## config.mk

```make
export PLATFORM = sky130hd
export DESIGN_NAME = fir_output_formatter_flat
export DESIGN_NICKNAME = d
export VERILOG_FILES = /design/src/rtl/fir_pkg.sv /design/src/rtl/fir_output_formatter_if.sv /design/src/rtl/fir_sample_fifo.sv /design/src/rtl/fir_output_formatter.sv /design/src/flat_wrapper.sv
export SDC_FILE = /design/constraint.sdc
export NUM_CORES = 1
export LEC_CHECK = 0
export CORE_ASPECT_RATIO = 0.8
export CORE_MARGIN = 5
export CORE_UTILIZATION = 40
export CTS_CLUSTER_DIAMETER = 40
export CTS_CLUSTER_SIZE = 25
export DETAILED_ROUTE_END_ITERATION = 10
export PLACE_DENSITY = 0.7
export SLEW_MARGIN = 40
export SYNTH_ARGS = -nofsm -noshare
export SYNTH_HDL_FRONTEND = slang
export SYNTH_SLANG_ARGS = --single-unit
```

## constraint.sdc

```tcl
create_clock -name clkIn -period 2.52 [get_ports clkIn]
set_input_delay 0.378 -clock clkIn [delete_from_list [all_inputs] [get_ports clkIn]]
set_output_delay 0.378 -clock clkIn [all_outputs]
set_load 0.05 [all_outputs]
```

## src/rtl/fir_pkg.sv

```systemverilog
// Shared FIR constants and the round/shift/saturate helper.
// Latency: n/a (package; round_sat is purely combinational).
// Backpressure: n/a.
//
// The accumulator and sample widths are shared with the filter core.
// round_sat is written against a 64-bit working width and takes the shift and
// output width as arguments. Any stage (formatter, future decimator) can then
// reuse it with its own widths. Callers pass elaboration-time constants, so
// the loops and shifts collapse to fixed wiring.
package fir_pkg;

    localparam int ACC_WIDTH    = 36;
    localparam int SAMPLE_WIDTH = 16;

    // Working width of round_sat. Callers sign-extend their accumulator into it.
    localparam int RS_WIDTH = 64;

    localparam logic signed [SAMPLE_WIDTH-1:0] SAMPLE_MAX = {1'b0, {(SAMPLE_WIDTH-1){1'b1}}};
    localparam logic signed [SAMPLE_WIDTH-1:0] SAMPLE_MIN = {1'b1, {(SAMPLE_WIDTH-1){1'b0}}};

    // Steps:
    //   1. Round half toward +inf by adding 2^(shift-1).
    //   2. Arithmetic shift right by shift.
    //   3. Clamp to the signed range of outWidth bits.
    // The result is returned at RS_WIDTH+1 bits so the rounding add cannot
    // wrap. The caller truncates to outWidth, which is lossless after clamping.
    // clip reports that clamping took place.
    function automatic logic signed [RS_WIDTH:0] round_sat(
        input  logic signed [RS_WIDTH-1:0] acc,
        input  int                         shift,
        input  int                         outWidth,
        output logic                       clip
    );
        logic signed [RS_WIDTH:0] ext;
        logic signed [RS_WIDTH:0] one;
        logic signed [RS_WIDTH:0] lim;
        logic signed [RS_WIDTH:0] res;

        one  = (RS_WIDTH+1)'(1);
        ext  = {acc[RS_WIDTH-1], acc};
        if (shift > 0) begin
            ext = ext + (one <<< (shift - 1));
        end
        ext  = ext >>> shift;
        lim  = one <<< (outWidth - 1);
        clip = 1'b0;
        if (ext > (lim - one)) begin
            res  = lim - one;
            clip = 1'b1;
        end else if (ext < -lim) begin
            res  = -lim;
            clip = 1'b1;
        end else begin
            res  = ext;
        end
        return res;
    endfunction

endpackage

```

## src/rtl/fir_output_formatter_if.sv

```systemverilog
// Bundle between the FIR formatter and its neighbours.
// Latency: n/a (wiring only).
// Backpressure: sampleOut/validOut/readyIn form a valid/ready pair; the
// capture side (doneIn/dataIn) cannot be stalled.
//
// Signals:
//   doneIn/dataIn  : accumulator result strobe from the filter core
//   clearIn        : clears the sticky overflow flag
//   sampleOut      : head sample of the output FIFO
//   validOut       : head sample is valid
//   readyIn        : consumer takes the head this cycle
//   clipOut        : saturation pulse for the sample just formatted
//   overflowOut    : sticky drop flag
//   levelOut       : FIFO occupancy
// Modports:
//   slave  : formatter view
//   master : producer/consumer view
interface fir_output_formatter_if #(
    parameter int ACC_WIDTH    = fir_pkg::ACC_WIDTH,
    parameter int SAMPLE_WIDTH = fir_pkg::SAMPLE_WIDTH,
    parameter int FIFO_DEPTH   = 4
);

    localparam int LEVEL_WIDTH = $clog2(FIFO_DEPTH) + 1;

    logic                           doneIn;
    logic signed [ACC_WIDTH-1:0]    dataIn;
    logic                           clearIn;
    logic signed [SAMPLE_WIDTH-1:0] sampleOut;
    logic                           validOut;
    logic                           readyIn;
    logic                           clipOut;
    logic                           overflowOut;
    logic [LEVEL_WIDTH-1:0]         levelOut;

    modport slave (
        input  doneIn, dataIn, clearIn, readyIn,
        output sampleOut, validOut, clipOut, overflowOut, levelOut
    );

    modport master (
        output doneIn, dataIn, clearIn, readyIn,
        input  sampleOut, validOut, clipOut, overflowOut, levelOut
    );

endinterface

```

## src/rtl/fir_sample_fifo.sv

```systemverilog
// Synchronous show-ahead FIFO for formatted samples.
// Latency: push at an edge is visible at headOut right after that edge.
// Backpressure: a push while full is ignored unless a pop happens on the same edge.
//
// Ports:
//   clkIn, nResetIn    : clock and async active-low reset
//   pushIn, pushData   : write request and data
//   popIn              : read request (ignored when empty)
//   headOut            : head entry; holds the last popped value when empty
//   emptyOut, fullOut  : status flags
//   levelOut           : occupancy, 0..DEPTH
module fir_sample_fifo #(
    parameter int WIDTH = 16,
    parameter int DEPTH = 4
) (
    input  logic                       clkIn,
    input  logic                       nResetIn,
    input  logic                       pushIn,
    input  logic [WIDTH-1:0]           pushData,
    input  logic                       popIn,
    output logic [WIDTH-1:0]           headOut,
    output logic                       emptyOut,
    output logic                       fullOut,
    output logic [$clog2(DEPTH):0]     levelOut
);

    localparam int AW = $clog2(DEPTH);
    localparam int LW = AW + 1;

    logic [WIDTH-1:0] mem [DEPTH];
    logic [AW-1:0]    wrPtr;
    logic [AW-1:0]    rdPtr;
    logic [LW-1:0]    level;
    logic [WIDTH-1:0] lastQ;
    logic             doPush;
    logic             doPop;

    assign emptyOut = (level == '0);
    assign fullOut  = (level == LW'(DEPTH));
    assign levelOut = level;

    // A pop frees the slot on the same edge, so a push to a full FIFO with a
    // simultaneous pop is still accepted.
    assign doPop  = popIn && !emptyOut;
    assign doPush = pushIn && (!fullOut || doPop);

    // The pointers are exactly AW bits wide, so they wrap modulo DEPTH
    // (DEPTH is a power of two).
    always_ff @(posedge clkIn or negedge nResetIn) begin
        if (!nResetIn) begin
            wrPtr <= '0;
            rdPtr <= '0;
            level <= '0;
            lastQ <= '0;
        end else begin
            if (doPush) begin
                wrPtr <= wrPtr + AW'(1);
            end
            if (doPop) begin
                rdPtr <= rdPtr + AW'(1);
                lastQ <= mem[rdPtr];
            end
            case ({doPush, doPop})
                2'b10:   level <= level + LW'(1);
                2'b01:   level <= level - LW'(1);
                default: level <= level;
            endcase
        end
    end

    // The storage array is not reset. Entries are only observed through the
    // level-qualified head mux below.
    always_ff @(posedge clkIn) begin
        if (doPush) begin
            mem[wrPtr] <= pushData;
        end
    end

    // When empty, the head shows the last sample that left the FIFO
    // (zero after reset) rather than a stale slot.
    assign headOut = emptyOut ? lastQ : mem[rdPtr];

endmodule

```

## src/rtl/fir_output_formatter.sv

```systemverilog
// Capture FIR accumulator results, round/shift/saturate them to samples, and queue them.
// Latency: doneIn sampled at edge E0 -> sample in FIFO (validOut) after edge E0+2.
// Backpressure: capture never stalls; when the FIFO is full and not popping,
// the sample is dropped and overflowOut latches.
//
// Ports:
//   clkIn     : system clock
//   nResetIn  : async active-low reset; clears pipeline, FIFO and flags
//   fmtBus    : fir_output_formatter_if.slave
//               (doneIn/dataIn/clearIn in, sample stream + status out)
module fir_output_formatter #(
    parameter int ACC_WIDTH    = fir_pkg::ACC_WIDTH,
    parameter int SAMPLE_WIDTH = fir_pkg::SAMPLE_WIDTH,
    parameter int SHIFT        = 15,
    parameter int FIFO_DEPTH   = 4
) (
    input  logic                    clkIn,
    input  logic                    nResetIn,
    fir_output_formatter_if.slave   fmtBus
);

    import fir_pkg::*;

    localparam int LEVEL_WIDTH = $clog2(FIFO_DEPTH) + 1;

    // Stage 1: capture
    logic signed [ACC_WIDTH-1:0]    accQ;
    logic                           v1Q;

    // Stage 2: format
    logic signed [SAMPLE_WIDTH-1:0] fmtD;
    logic                           clipD;
    logic signed [SAMPLE_WIDTH-1:0] fmtQ;
    logic                           clipQ;
    logic                           v2Q;

    // Stage 3: push and status
    logic                           clipOutQ;
    logic                           overflowQ;
    logic                           popReq;
    logic                           dropNow;
    logic [SAMPLE_WIDTH-1:0]        fifoHead;
    logic                           fifoEmpty;
    logic                           fifoFull;
    logic [LEVEL_WIDTH-1:0]         fifoLevel;

    // dataIn is only looked at on a doneIn strobe.
    always_ff @(posedge clkIn or negedge nResetIn) begin
        if (!nResetIn) begin
            accQ <= '0;
            v1Q  <= 1'b0;
        end else begin
            v1Q <= fmtBus.doneIn;
            if (fmtBus.doneIn) begin
                accQ <= fmtBus.dataIn;
            end
        end
    end

    // The accumulator is sign-extended into the helper's working width. The
    // clamped result always fits SAMPLE_WIDTH bits, so the truncating cast
    // loses nothing.
    always_comb begin
        clipD = 1'b0;
        fmtD  = SAMPLE_WIDTH'(round_sat(RS_WIDTH'(accQ), SHIFT, SAMPLE_WIDTH, clipD));
    end

    always_ff @(posedge clkIn or negedge nResetIn) begin
        if (!nResetIn) begin
            fmtQ  <= '0;
            clipQ <= 1'b0;
            v2Q   <= 1'b0;
        end else begin
            v2Q <= v1Q;
            if (v1Q) begin
                fmtQ  <= fmtD;
                clipQ <= clipD;
            end
        end
    end

    // A pop is gated by the registered empty flag only. readyIn therefore
    // never reaches validOut combinationally.
    assign popReq  = !fifoEmpty && fmtBus.readyIn;
    assign dropNow = v2Q && fifoFull && !popReq;

    fir_sample_fifo #(
        .WIDTH (SAMPLE_WIDTH),
        .DEPTH (FIFO_DEPTH)
    ) u_fifo (
        .clkIn    (clkIn),
        .nResetIn (nResetIn),
        .pushIn   (v2Q),
        .pushData (fmtQ),
        .popIn    (popReq),
        .headOut  (fifoHead),
        .emptyOut (fifoEmpty),
        .fullOut  (fifoFull),
        .levelOut (fifoLevel)
    );

    // clipOut reports the saturation result of every sample leaving the
    // format stage. A dropped sample is reported separately through
    // overflowOut. For overflow, a drop in the same cycle as clearIn
    // leaves the flag set.
    always_ff @(posedge clkIn or negedge nResetIn) begin
        if (!nResetIn) begin
            clipOutQ  <= 1'b0;
            overflowQ <= 1'b0;
        end else begin
            clipOutQ <= v2Q && clipQ;
            if (dropNow) begin
                overflowQ <= 1'b1;
            end else if (fmtBus.clearIn) begin
                overflowQ <= 1'b0;
            end
        end
    end

    assign fmtBus.sampleOut   = fifoHead;
    assign fmtBus.validOut    = !fifoEmpty;
    assign fmtBus.clipOut     = clipOutQ;
    assign fmtBus.overflowOut = overflowQ;
    assign fmtBus.levelOut    = fifoLevel;

endmodule
```

## src/flat_wrapper.sv

```systemverilog
// flat-port wrapper written by rule: the top's interface ports become plain ports
module fir_output_formatter_flat import fir_pkg::*;
#(
    parameter int ACC_WIDTH    = fir_pkg::ACC_WIDTH,
    parameter int SAMPLE_WIDTH = fir_pkg::SAMPLE_WIDTH,
    parameter int SHIFT        = 15,
    parameter int FIFO_DEPTH   = 4
)
  (clkIn, nResetIn, fmtBus_doneIn, fmtBus_dataIn, fmtBus_clearIn, fmtBus_readyIn, fmtBus_sampleOut, fmtBus_validOut, fmtBus_clipOut, fmtBus_overflowOut, fmtBus_levelOut);
  fir_output_formatter_if #(.ACC_WIDTH(ACC_WIDTH), .SAMPLE_WIDTH(SAMPLE_WIDTH), .FIFO_DEPTH(FIFO_DEPTH)) fmtBus_i ();
  input  logic clkIn;
  input  logic nResetIn;
  input wire logic [$bits(fmtBus_i.doneIn)-1:0] fmtBus_doneIn;
  input wire logic [$bits(fmtBus_i.dataIn)-1:0] fmtBus_dataIn;
  input wire logic [$bits(fmtBus_i.clearIn)-1:0] fmtBus_clearIn;
  input wire logic [$bits(fmtBus_i.readyIn)-1:0] fmtBus_readyIn;
  output wire logic [$bits(fmtBus_i.sampleOut)-1:0] fmtBus_sampleOut;
  output wire logic [$bits(fmtBus_i.validOut)-1:0] fmtBus_validOut;
  output wire logic [$bits(fmtBus_i.clipOut)-1:0] fmtBus_clipOut;
  output wire logic [$bits(fmtBus_i.overflowOut)-1:0] fmtBus_overflowOut;
  output wire logic [$bits(fmtBus_i.levelOut)-1:0] fmtBus_levelOut;
  assign fmtBus_i.doneIn = fmtBus_doneIn;
  assign fmtBus_i.dataIn = fmtBus_dataIn;
  assign fmtBus_i.clearIn = fmtBus_clearIn;
  assign fmtBus_i.readyIn = fmtBus_readyIn;
  assign fmtBus_sampleOut = fmtBus_i.sampleOut;
  assign fmtBus_validOut = fmtBus_i.validOut;
  assign fmtBus_clipOut = fmtBus_i.clipOut;
  assign fmtBus_overflowOut = fmtBus_i.overflowOut;
  assign fmtBus_levelOut = fmtBus_i.levelOut;
  fir_output_formatter #(.ACC_WIDTH(ACC_WIDTH), .SAMPLE_WIDTH(SAMPLE_WIDTH), .SHIFT(SHIFT), .FIFO_DEPTH(FIFO_DEPTH)) u_core (.clkIn(clkIn), .nResetIn(nResetIn), .fmtBus(fmtBus_i));
endmodule
```

Word-level counts from Yosys, hierarchy flattened:

Memory sizes are Yosys's and may differ from the RTL's.
Index checks and enable logic that the tools add are counted.

* output and inout port bits: 22
* register bits after elaboration: 80
* memories: 1
* memory bits (writable): 64
* logic and storage cells: 45
* input port bits: 41

Memories
* u_core.u_fifo.mem: words 4, width 16, read ports 1, clocked after memory_dff 0, wr ports 1, RTL line fir_sample_fifo.sv:30 `logic [WIDTH-1:0] mem [DEPTH];`

* eq/ne operators: 3
* muxes and demuxes: 10
* magnitude comparators: 2
* add/subtract/negate cells: 5
* reduce and logical (&&, ||, !) cells: 13

Operators by type and width (number)
* 2-to-1 mux 16 bit: 3
* adder 36 x 16 -> 37 bit (second input constant): 1
* greater-than comparator 22 x 16 -> 1 bit (second input constant): 1
* less-than comparator 22 x 16 -> 1 bit (second input constant): 1
* logical AND 1 bit: 6
* 2-to-1 mux 1 bit: 6
* case mux 3 bit (2 select lines): 1
* adder 2 x 1 -> 2 bit (second input constant): 2
* nonzero test 2 bit: 2
* adder 3 x 1 -> 3 bit (second input constant): 1
* == test 3 bit (second input constant): 1
* zero test 1 bit: 3
* zero test 3 bit: 1
* subtractor 3 x 1 -> 3 bit (second input constant): 1
* == test 2 x 1 -> 1 bit (second input constant): 1
* == test 2 bit (second input constant): 1
* logical OR 1 bit: 1

Longest topological paths before layout:

* word-level depth: 8
* depth in mapped cells: 11
* gate-level depth less buffers: 9

Modules after synthesis:

A second synthesis with hierarchy kept.

* cell total of the unflattened synthesis: 389
* area, all modules: 5950.7 um^2

Modules (own cells, without submodules)
* fir_sample_fifo: area an instance 3633.5 um^2, instances 1, seq. area each 2497.4 um^2, cells an instance 187
* fir_output_formatter: area an instance 2317.2 um^2, instances 1, seq. area each 1076.0 um^2, cells an instance 202

Worst setup path before layout:

Ideal clock, no wire load.

* path type: reg2reg
* start point: register u_core.u_fifo.level[0], in the netlist u_core.u_fifo.levelOut[0]
* end point: register u_core.u_fifo.level[2], in the netlist u_core.u_fifo.levelOut[2]
* clock period less this slack: 3.107 ns
* slack: -0.587 ns
* arrival: 3.025 ns
* path buffers: 3
* library setup time: 0.082 ns
* cell stages (with the launch flop): 12
* data required time: 2.438 ns
* cells stage by stage: dfrtp_1 -> or3_1 -> clkbuf_1 -> and2_1 -> clkbuf_1 -> buf_1 -> ha_1 -> inv_1 -> fa_1 -> xor2_1 -> nor2_1 -> xor2_1

* word-level cells in the longest chain between the ends: 8
* elaborated cells between the ends (all ways): 14
* classes of those cells: add/sub (2); eq/ne (3); mux (1); reduce/logical (8)

Ends and longest elaborated chain
* from (decl): RTL line fir_sample_fifo.sv:33 `logic [LW-1:0] level;`
* from (signal assigned): RTL line fir_sample_fifo.sv:64 `2'b10: level <= level + LW'(1);`
* from (signal assigned): RTL line fir_sample_fifo.sv:65 `2'b01: level <= level - LW'(1);`
* from (signal assigned): RTL line fir_sample_fifo.sv:66 `default: level <= level;`
* zero test 3 bit (*): RTL line fir_sample_fifo.sv:38 `assign emptyOut = (level == '0);`
* zero test 1 bit (*): RTL line fir_sample_fifo.sv:44, fir_output_formatter.sv:84
* logical AND 1 bit: RTL line fir_output_formatter.sv:84 `assign popReq = !fifoEmpty && fmtBus.readyIn;`
* logical AND 1 bit (*): RTL line fir_sample_fifo.sv:44 `assign doPop = popIn && !emptyOut;`
* net u_core.u_fifo.doPop: RTL line fir_sample_fifo.sv:36 `logic doPop;`
* logical OR 1 bit: RTL line fir_sample_fifo.sv:45 `assign doPush = pushIn && (!fullOut || doPop);`
* logical AND 1 bit: RTL line fir_sample_fifo.sv:45
* == test 2 x 1 -> 1 bit / == test 2 bit (equally long branches): RTL line fir_sample_fifo.sv:63 `case ({doPush, doPop})`
* case mux 3 bit (2 select lines) / nonzero test 2 bit (equally long branches)

Mark *: on every way through the listed nets, which the timed path passes. The rest lies on a longest branch.
A chain may end at the register's enable or synchronous reset.

Worst setup path after layout:

* start point: register u_core.u_fifo.rdPtr[0]
* end point: output port fmtBus_sampleOut[1]

* word-level cells in the longest chain between the ends: 2

Ends and longest elaborated chain
* from (decl): RTL line fir_sample_fifo.sv:32 `logic [AW-1:0] rdPtr;`
* from (signal assigned): RTL line fir_sample_fifo.sv:60 `rdPtr <= rdPtr + AW'(1);`
* memory read (4 x 16 bit)
* 2-to-1 mux 16 bit: RTL line fir_sample_fifo.sv:81 `assign headOut = emptyOut ? lastQ : mem[rdPtr];`
* to (decl): RTL line flat_wrapper.sv:17 `output wire logic [$bits(fmtBus_i.sampleOut)-1:0] fmtBus_sampleOut;`

No other way between the ends.

==> impl_metrics.toml <==
[run_status]
status = "complete, no violations"

[cts]
clk_pin_slew_ps = 60
ctsHoldBuffers = 0
htreeDepth = 4
clk_latency_ps = 410
numCtsBuffers = 17
cts_tree = "done"
root_buffer = "clkbuf_16"
cts_num_sinks = 130
cts.path.max_buffers = 2

[final_layout]
final_design_area_no_fill_um2 = 7010
fin_util_pct = 49.7
drive_above_1_share_pct = 32.5
nNetsFinal = 497
area_growth_pct = 23.3
fill_cells = 1173
final_cells = 646
antenna_cells = 0

[floorplanning]
coreArea_um2 = 14100
rows = 39
die_area_um2 = 16700
initial_core_util_pct = 40.3
die_h_um = 117
fp.dieW_um = 143
io_pins = 63

[hold_path]
worstHoldPathType = "in2async"

[pwr]
ir_drop_v = 0.00112
p_per_area_nw_per_um2 = 1200
p_leak_nw = 2.62

[timing]
fmax_ghz = 0.416
grt_setup_unrepaired = "false"
fin_crit_ps = 2400
slew_headroom_pct = 58.9
setup_viol = 0
fin_crit_sh_pct = 95.4
maxSlewViolCount = 0
skew_ps = 10.0
hold_violations = 0
fin_setup_tns_ps = 0
tightest_slew_ps = 616

[global_routing]
first_global_vias = 3484
antenna_found_initial = 0
grt_max_degree = 67
grt_use_total_pct = 14.2
overflow = 0
grt_pass1_wl_um = 18300

[setup_path]
critPathLaunchType = "flop"
cp-end-kind = "output port"
arrival_ps = 2030
cp_max_fo = 18
r2r_slack_ps = 150
reg2reg_from = "u_core.accQ[23]"
required_ps = 2140
crit_type = "reg2out"
r2r_cells = 6
r2r-end = "u_core.fmtQ[10]"

[synth]
yosysTopAreaCell = "edfxtp_1"
synth_common_cells = "66 x dfrtp_1, 64 x edfxtp_1, 51 x mux2_2, 21 x nor2_1, 16 x mux4_2"
ys_top_cells_by_area = "edfxtp_1 34%, dfrtp_1 29%, mux2_2 10%"
synthCells = 383
ys_ff_latch = 130
synth_cell_types = 43
yosysMostFrequentCell = "dfrtp_1"
avgSynthCellArea_um2 = 14.8
yosys_warnings = 0
ys_seq_area_share_pct = 62.9
synth_top_area_share_pct = 33.8
syn_nets = 431
synth-edff-count = 64
synth_ff_type = "dfrtp_1"
postSynth.asyncResetShare_pct = 50.8
syn-cell-area_um2 = 5680

[placement]
port_buffers = 48
place_area_um2 = 6420
gp_congestion = 0.844
dpl.hpwl_um = 7330
dp_cells = 614

[detailed_routing]
first_pass_iters = 4
drt_iter0_drc = 185
ant_nets = 0
routedWlPerCell_um = 16.9
wl_um = 10900
viasPerCell = 5.20
vias = 3356
drc_errors = 0

[job]
maxCapViolCount = 0
layout make-up:
type | instances | area, µm² | share of cell area (%)
multi-input cells | 220 | 1980 | 28.3
repair buffers | 66 | 587 | 8.38
flip-flops and latches | 130 | 3580 | 51.1
clock inverters | 11 | 103 | 1.46
inverters | 14 | 52.6 | 0.750
well taps | 184 | 230 | 3.29
clock buffers | 21 | 472 | 6.73
cells by family after synthesis:
| family | synth area share (%) |
|---|---|
| flops | 62.9 |
| simple gates | 8.70 |
| mux | 16.6 |
| compound gates | 4.65 |
| buf+inv | 2.36 |
| xor+xnor | 3.08 |
| fa+ha+maj | 1.67 |
power breakdown:
group	switching [W]	total, W	internal (W)
clock network	0.000899	0.00234	0.00144
registers	0.000255	0.00303	0.00277
logic	0.00180	0.00304	0.00124
worst max-delay path by stage:
stage	start	endpoint	slack, ps	cells past startpoint
after floorplan	u_core.u_fifo.levelOut[0]	fmtBus_sampleOut[10]	20	4
after global placement	fmtBus_readyIn	u_core.u_fifo.levelOut[2]	40	10
final	u_core.u_fifo.rdPtr[0]	fmtBus_sampleOut[1]	120	4
after global routing	u_core.accQ[23]	u_core.fmtQ[10]	8	6
after CTS	u_core.u_fifo.rdPtr[0]	fmtBus_sampleOut[1]	80	4
after detailed placement	fmtBus_readyIn	u_core.u_fifo.levelOut[2]	-80	10
repair_timing:
| item | CTS | global route |
|---|---|---|
| setup endpoints to repair | 0 | 4 |
| buffers inserted | 0 | 0 |
| gates resized for setup | 0 | 2 |
cell usage in the layout (no fill, tap or decap), types with 3 or more instances in the layout:
cell             instances
a32oi_1                 11
nand2b_1                11
edfxtp_1                64
ha_1                     6
clkbuf_16               18
clkinv_2                 3
nor2_1                  21
buf_4                   32
mux4_2                  16
o211ai_1                 4
o21ai_0                  8
xor2_1                   8
nand3_1                 11
nand4_1                  9
and2_2                   4
inv_1                   14
xnor2_1                 12
nand2_1                 15
dfrtp_1                 62
mux2_2                  51
clkdlybuf4s50_1         31
dfrtp_2                  4
clkinvlp_4               3
metal layers:
metal | global-route usage [%] | up-vias | wire length, µm
met2 | 21.2 | 99 | 4900
met5 | 0 | - | 0
li1 | - | 1571 | -
met1 | 20.2 | 1677 | 5270
met4 | 4.45 | 0 | 106
met3 | 4.30 | 9 | 664
flip-flops by register name, summed over array words and instances, names as in the netlist, 2 cells and up:
signal                  count
u_core.accQ                22
u_core.fmtQ                16
u_core.u_fifo.lastQ        16
u_core.u_fifo.levelOut      3
u_core.u_fifo.mem          64
u_core.u_fifo.rdPtr         2
u_core.u_fifo.wrPtr         2
worst max-delay path: stages, from the launching register on:
cell     delay (ps)
dfrtp_1         370
buf_12          190
mux4_2          580
mux2_2          290
buf_4           190
metrics by stage:
step,setup slack (ps),total power [W],hold WS [ps]
finish,115,0.00842,52.7
global route,8.34,0.00884,126
CTS,82.9,0.00851,194
detailed placement,-82.8,0.00614,492
global placement,44.1,0.00605,468
floorplan,19.2,0.00523,82.4
(Power assumes the default switching activity.)
